==> src/rtl/fractal_sync_pkg.sv <==
// -----------------------------------------------------------------------------
// fractal_sync_pkg
// Shared types and constants for the fractal synchronization tree.
//   rf_e          : register-file flavour (1D or 2D) of a node
//   fsync_rsp_t   : wake response travelling down the tree
//   out_ports()   : number of independent response ports for a flavour
// -----------------------------------------------------------------------------
package fractal_sync_pkg;

  typedef enum logic {
    RF1D = 1'b0,
    RF2D = 1'b1
  } rf_e;

  localparam int unsigned LVL_WIDTH = 4;
  localparam int unsigned ID_WIDTH  = 8;

  typedef struct packed {
    logic                 wake;
    logic [LVL_WIDTH-1:0] lvl;
    logic [ID_WIDTH-1:0]  id;
    logic                 error;
  } fsync_rsp_t;

  // A 2D register file serves two independent directions, a 1D file one.
  function automatic int unsigned out_ports(input rf_e rf);
    case (rf)
      RF1D:    return 1;
      default: return 2;
    endcase
  endfunction

endpackage

==> src/rtl/fractal_sync_rsp_port.sv <==
// -----------------------------------------------------------------------------
// fractal_sync_rsp_port
// One response port of the node's return path: round-robin arbitration between
// a local barrier response and a parent response, a FIFO_DEPTH-entry buffer,
// and a broadcast of the buffer head to both child links.
//
// Ports:
//   clk_i, rst_ni                 clock, asynchronous active-low reset
//   local_rsp_i/valid_i/ready_o   local barrier-match response (valid/ready)
//   up_rsp_i/valid_i/ready_o      response returning from the parent
//   down_rsp_o/valid_o/ready_i    response to child 0 / child 1
//   err_o                         one-cycle pulse after accepting a bad level
//   empty_o                       buffer empty (no broadcast pending)
// -----------------------------------------------------------------------------
module fractal_sync_rsp_port
  import fractal_sync_pkg::*;
#(
  parameter int unsigned NODE_LVL    = 1,
  parameter int unsigned FIFO_DEPTH  = 2,
  parameter type         fsync_rsp_t = fractal_sync_pkg::fsync_rsp_t
) (
  input  logic             clk_i,
  input  logic             rst_ni,
  input  fsync_rsp_t       local_rsp_i,
  input  logic             local_valid_i,
  output logic             local_ready_o,
  input  fsync_rsp_t       up_rsp_i,
  input  logic             up_valid_i,
  output logic             up_ready_o,
  output fsync_rsp_t [1:0] down_rsp_o,
  output logic       [1:0] down_valid_o,
  input  logic       [1:0] down_ready_i,
  output logic             err_o,
  output logic             empty_o
);

  localparam int unsigned PTR_W = (FIFO_DEPTH > 1) ? $clog2(FIFO_DEPTH) : 1;
  localparam int unsigned CNT_W = $clog2(FIFO_DEPTH + 1);
  localparam logic [LVL_WIDTH-1:0] NODE_LVL_L = LVL_WIDTH'(NODE_LVL);

  if (FIFO_DEPTH < 1) begin : g_bad_depth
    $error("fractal_sync_rsp_port: FIFO_DEPTH must be >= 1");
  end

  logic [PTR_W-1:0] wr_ptr_q, wr_ptr_d;
  logic [PTR_W-1:0] rd_ptr_q, rd_ptr_d;
  logic [CNT_W-1:0] count_q, count_d;
  logic             favour_up_q, favour_up_d;  // 0: local favoured, 1: parent
  logic [1:0]       sent_q, sent_d;            // head already taken by child c
  logic             err_q, err_d;
  fsync_rsp_t       mem_q [FIFO_DEPTH];

  logic       fifo_empty, fifo_full;
  logic       push, pop, push_err;
  fsync_rsp_t push_data;
  logic [1:0] child_hs, child_done;

  assign fifo_empty = (count_q == '0);
  assign fifo_full  = (count_q == CNT_W'(FIFO_DEPTH));

  // Readies depend only on registered state and the valids, so a full buffer
  // blocks both sources even if the head pops in the same cycle.
  always_comb begin
    local_ready_o = 1'b0;
    up_ready_o    = 1'b0;
    if (!fifo_full) begin
      if (local_valid_i && !up_valid_i) begin
        local_ready_o = 1'b1;
      end else if (up_valid_i && !local_valid_i) begin
        up_ready_o = 1'b1;
      end else begin
        local_ready_o = !favour_up_q;
        up_ready_o    = favour_up_q;
      end
    end
  end

  // The pointer only moves when both sources actually competed for a slot.
  assign favour_up_d = (local_valid_i && up_valid_i && !fifo_full) ? !favour_up_q
                                                                    : favour_up_q;

  // Level check at accept: locals must match this level exactly, parent
  // responses must come from strictly above. Bad entries are still forwarded.
  always_comb begin
    push      = 1'b0;
    push_err  = 1'b0;
    push_data = local_rsp_i;
    if (local_valid_i && local_ready_o) begin
      push      = 1'b1;
      push_data = local_rsp_i;
      push_err  = (local_rsp_i.lvl != NODE_LVL_L);
    end else if (up_valid_i && up_ready_o) begin
      push      = 1'b1;
      push_data = up_rsp_i;
      push_err  = (up_rsp_i.lvl <= NODE_LVL_L);
    end
    if (push_err) begin
      push_data.error = 1'b1;
    end
  end

  // Broadcast: each child takes the head once; the head leaves when both have.
  assign down_valid_o = {2{!fifo_empty}} & ~sent_q;
  assign child_hs     = down_valid_o & down_ready_i;
  assign child_done   = sent_q | child_hs;
  assign pop          = !fifo_empty && (&child_done);
  assign sent_d       = pop ? 2'b00 : child_done;

  for (genvar gi = 0; gi < 2; gi++) begin : g_child
    assign down_rsp_o[gi] = fifo_empty ? '0 : mem_q[rd_ptr_q];
  end

  function automatic logic [PTR_W-1:0] ptr_inc(input logic [PTR_W-1:0] ptr);
    return (ptr == PTR_W'(FIFO_DEPTH - 1)) ? '0 : ptr + PTR_W'(1);
  endfunction

  assign wr_ptr_d = push ? ptr_inc(wr_ptr_q) : wr_ptr_q;
  assign rd_ptr_d = pop  ? ptr_inc(rd_ptr_q) : rd_ptr_q;
  assign count_d  = count_q + CNT_W'(push) - CNT_W'(pop);
  assign err_d    = push && push_err;

  always_ff @(posedge clk_i or negedge rst_ni) begin
    if (!rst_ni) begin
      wr_ptr_q    <= '0;
      rd_ptr_q    <= '0;
      count_q     <= '0;
      favour_up_q <= 1'b0;
      sent_q      <= 2'b00;
      err_q       <= 1'b0;
    end else begin
      wr_ptr_q    <= wr_ptr_d;
      rd_ptr_q    <= rd_ptr_d;
      count_q     <= count_d;
      favour_up_q <= favour_up_d;
      sent_q      <= sent_d;
      err_q       <= err_d;
    end
  end

  // Storage needs no reset: contents are only visible while count_q > 0.
  always_ff @(posedge clk_i) begin
    if (push) begin
      mem_q[wr_ptr_q] <= push_data;
    end
  end

  assign err_o   = err_q;
  assign empty_o = fifo_empty;

endmodule

==> src/rtl/fractal_sync_rc.sv <==
// -----------------------------------------------------------------------------
// fractal_sync_rc
// Response-side control of a fractal synchronization node. Each of the
// OUT_PORTS ports independently merges local barrier matches and parent
// responses and broadcasts them to its two child links.
//
// Ports (per port p, child c):
//   clk_i, rst_ni                       clock, asynchronous active-low reset
//   local_rsp_i[p]/valid_i/ready_o      local barrier-match response
//   up_rsp_i[p]/valid_i/ready_o         response from the parent node
//   down_rsp_o[p][c]/valid_o/ready_i    response to child c
//   err_o[p]                            level-error pulse
//   empty_o                             every port buffer empty
// -----------------------------------------------------------------------------
module fractal_sync_rc
  import fractal_sync_pkg::*;
#(
  parameter rf_e         RF_TYPE     = RF2D,
  parameter int unsigned NODE_LVL    = 1,
  parameter int unsigned FIFO_DEPTH  = 2,
  parameter type         fsync_rsp_t = fractal_sync_pkg::fsync_rsp_t,
  localparam int unsigned OUT_PORTS  = out_ports(RF_TYPE)
) (
  input  logic                             clk_i,
  input  logic                             rst_ni,
  input  fsync_rsp_t [OUT_PORTS-1:0]       local_rsp_i,
  input  logic       [OUT_PORTS-1:0]       local_valid_i,
  output logic       [OUT_PORTS-1:0]       local_ready_o,
  input  fsync_rsp_t [OUT_PORTS-1:0]       up_rsp_i,
  input  logic       [OUT_PORTS-1:0]       up_valid_i,
  output logic       [OUT_PORTS-1:0]       up_ready_o,
  output fsync_rsp_t [OUT_PORTS-1:0][1:0]  down_rsp_o,
  output logic       [OUT_PORTS-1:0][1:0]  down_valid_o,
  input  logic       [OUT_PORTS-1:0][1:0]  down_ready_i,
  output logic       [OUT_PORTS-1:0]       err_o,
  output logic                             empty_o
);

  logic [OUT_PORTS-1:0] port_empty;

  for (genvar gi = 0; gi < OUT_PORTS; gi++) begin : g_port
    fractal_sync_rsp_port #(
      .NODE_LVL    (NODE_LVL),
      .FIFO_DEPTH  (FIFO_DEPTH),
      .fsync_rsp_t (fsync_rsp_t)
    ) i_port (
      .clk_i         (clk_i),
      .rst_ni        (rst_ni),
      .local_rsp_i   (local_rsp_i[gi]),
      .local_valid_i (local_valid_i[gi]),
      .local_ready_o (local_ready_o[gi]),
      .up_rsp_i      (up_rsp_i[gi]),
      .up_valid_i    (up_valid_i[gi]),
      .up_ready_o    (up_ready_o[gi]),
      .down_rsp_o    (down_rsp_o[gi]),
      .down_valid_o  (down_valid_o[gi]),
      .down_ready_i  (down_ready_i[gi]),
      .err_o         (err_o[gi]),
      .empty_o       (port_empty[gi])
    );
  end

  assign empty_o = &port_empty;

endmodule

==> config.mk <==
export PLATFORM = sky130hd
export DESIGN_NAME = fractal_sync_rc
export DESIGN_NICKNAME = d
export VERILOG_FILES = /design/src/rtl/fractal_sync_pkg.sv /design/src/rtl/fractal_sync_rsp_port.sv /design/src/rtl/fractal_sync_rc.sv
export SDC_FILE = /design/constraint.sdc
export NUM_CORES = 1
export LEC_CHECK = 0
export CAP_MARGIN = 20
export CORE_MARGIN = 2
export CORE_UTILIZATION = 42
export DETAILED_ROUTE_END_ITERATION = 8
export HOLD_SLACK_MARGIN = 0.03
export PLACE_DENSITY = 0.76
export SLEW_MARGIN = 20
export SYNTH_ARGS = -nofsm -noshare
export SYNTH_HDL_FRONTEND = slang
export SYNTH_HIERARCHICAL = 1
export SYNTH_SLANG_ARGS = --single-unit
==> constraint.sdc <==
create_clock -name clk_i -period 2.8 [get_ports clk_i]
set_input_delay 0.42 -clock clk_i [delete_from_list [all_inputs] [get_ports clk_i]]
set_output_delay 0.42 -clock clk_i [all_outputs]
set_load 0.1 [all_outputs]
==> results.py <==
metrics = {
    "worst_hold_path": {
        "min_path_type": "flop to flop",
        "hold_depth": 1,
    },
    "timing": {
        "setup_tns_ns": 0,
        "slew_headroom_pct": 46.3,
        "skew_ns": 0.00632,
        "finalCritPeriodShare_pct": 82.3,
        "fin_ws_ns": 0.497,
        "hold_viol": 0,
        "worstMarginPinSlew_ns": 0.804,
        "period_minus_slack_ns": 2.30,
        "rsz0062_at_grt": "no",
        "setup_violations": 0,
        "slew_viol_final": 0,
        "clock.fmax_mhz": 434,
    },
    "finish": {
        "fillerInstances": 706,
        "drive_gt1_share_pct": 39.6,
        "nNetsFinal": 447,
        "area_growth_pct": 37.0,
        "n_antenna_cell": 0,
        "multi_input_area_mm2": 0.00137,
        "seq_area_mm2": 0.00208,
    },
    "clock_network": {
        "htree_levels": 3,
        "clkTransAtPathRegs_ns": 0.08,
        "clock-sinks": 72,
        "cts_setup_buffers": 0,
        "cts_tree": "built",
        "cts_hold_buf": 0,
        "cts_buffers": 9,
        "cts_resized": 0,
        "worstSkewPairLatency_ns": 0.34,
        "cts_max_path_buffers": 2,
        "cts_root_buf": "clkbuf_8",
    },
    "logic_synthesis": {
        "ys_seq_area_share_pct": 56.5,
        "netlist_area_mm2": 0.00369,
        "synthTopCellsByArea": "edfxtp_1 46%, dfrtp_1 11%, mux2i_1 7.6%",
        "ys_types": 34,
        "synth-edff-count": 56,
        "syn-num-nets": 339,
        "syn_avg_cell_area_um2": 13.6,
        "synth_top_area_cell": "edfxtp_1",
        "async_flop_share_pct": 22.2,
        "ys_ff_latch": 72,
        "ys_warn_count": 6,
        "syn-instance-count": 271,
        "synth_top_area_share_pct": 45.6,
        "synthFlopType": "edfxtp_1",
    },
    "critical_path": {
        "end_kind": "output port",
        "path_class": "flop to output port",
        "required_ns": 2.38,
        "cp.arrival_ns": 1.88,
        "reg2reg_depth": 3,
        "path_max_fanout": 15,
        "start_kind": "flop",
    },
    "grt": {
        "grt_antenna_before_repair": 0,
        "grt_pass1_wl_um": 11800,
        "grt_pass1_vias": 2378,
        "grt_max_degree": 20,
        "grt_overflow": 0,
        "track_usage_pct": 15.8,
    },
    "placed_design": {
        "numPortBuffers": 132,
        "gp_congestion": 0.713,
        "post-place-ws_ns": 0.533,
        "dp_hpwl_um": 5540,
    },
    "detailed_routing": {
        "firstDrtPassIters": 4,
        "drc_errors": 0,
        "drtAntennaViolNets": 0,
        "drtIter0Drc": 81,
        "vias": 2323,
        "routedWlPerCell_um": 15.1,
        "routed_wl_um": 7420,
        "routed_via_density": 4.72,
    },
    "floorplan": {
        "dieArea_mm2": 0.00954,
        "rows": 34,
        "die_y_um": 97.7,
        "start_util_pct": 42.7,
        "num_io_pins": 133,
        "die_w_um": 97.7,
        "design.core.area_mm2": 0.00864,
    },
    "outcome": {
        "status": "finished clean",
    },
    "job": {
        "cap_violations": 0,
    },
}
==> cell usage after synthesis, drive strengths merged (4+ instances only) <==
master   n
mux2i   28
mux2    26
a21oi    4
xor2     6
edfxtp  56
nor2    42
dfrtp   16
nand3    4
nand2    4
buf     38
nand2b   4
xnor2    6
nor3     6
==> path summary, 6_finish.rpt <==
| path | startpoint | to | slack, ns |
|---|---|---|---|
| setup reg to reg | g_port[0].i_port/count_q[0] | g_port[0].i_port/mem_q[1][8] | 0.91 |
| max in group asynchronous | rst_ni | g_port[0].i_port/rd_ptr_q | 1.75 |
| hold / removal | g_port[1].i_port/wr_ptr_q | g_port[1].i_port/wr_ptr_q | 0.49 |
| min in group asynchronous | rst_ni | g_port[1].i_port/wr_ptr_q | 0.54 |
| setup / recovery | g_port[1].i_port/rd_ptr_q | down_rsp_o[38] | 0.50 |
| hold reg to reg | g_port[1].i_port/wr_ptr_q | g_port[1].i_port/wr_ptr_q | 0.49 |
==> cell families after synthesis <==
kind of cell,after synthesis,synth area share (%)
adders and majority gates,2,0.679
xor gates and xnor gates,12,2.85
muxes,54,17.2
and+or+nand+nor,77,11.8
buffers and inverters,40,8.21
DFF,72,56.5
AOI/OAI and AO/OA,14,2.85
==> registers in the layout, summed over array words and instances (netlist names) <==
signal                     cells
g_port.i_port/wr_ptr_q         2
g_port.i_port/favour_up_q      2
g_port.i_port/mem_q           56
g_port.i_port/err_o            2
g_port.i_port/count_q          4
g_port.i_port/sent_q           4
g_port.i_port/rd_ptr_q         2
==> cell type report <==
class,instances,share of cell area (%)
clock buffer,9,2.45
clock inverter,7,1.44
inverter,2,0.248
multi-input combinational,159,27.2
sequential,72,41.2
tap,108,2.68
timing repair buffer,135,24.8
==> worst max-delay path: stages, from the launching register on <==
cell and delay (ns):
dfrtp_1 0.87, mux2i_1 0.20, nor2_2 0.16, buf_4 0.31
==> stage by stage <==
step                      util (%)  hold WS, ns  std cells  instance area, um^2
after floorplan                  -        0.124        271                 3760
after global placement        56.2        0.471        476                 4850
after detailed placement      56.2        0.474        476                 4850
after CTS                     58.5        0.494        492                 5050
after global routing          58.5        0.521        492                 5050
final                         58.5        0.489        492                 5050
==> cell usage in the layout, fill, tap and decap left out, types with 3 or more instances in the layout <==
cell type / synthesis / routed
a21oi_1: 4 / 4
xnor2_1: 6 / 6
buf_4: 30 / 64
edfxtp_1: 56 / 56
nand2_1: 4 / 4
xor2_1: 6 / 6
buf_12: 0 / 6
dfrtp_1: 16 / 16
mux2_4: 16 / 16
clkdlybuf4s50_1: 0 / 65
nor2_2: 0 / 28
mux2i_1: 28 / 28
nor3_1: 4 / 4
and2_1: 3 / 3
clkbuf_8: 0 / 9
nor2_1: 42 / 14
mux2_2: 10 / 10
==> per-layer routing <==
layer | part of all wire (%) | up-vias | track usage (%)
li1 | - | 1155 | -
met1 | 42 | 1111 | 19.9
met2 | 53 | 48 | 27.1
met3 | 3.1 | 9 | 2.37
met4 | 1.8 | 0 | 6.84
met5 | 0 | - | 0
Power is left out: the tool's default activity adds up to more than one toggle a clock period on the data nets, which glitch-free logic cannot reach.
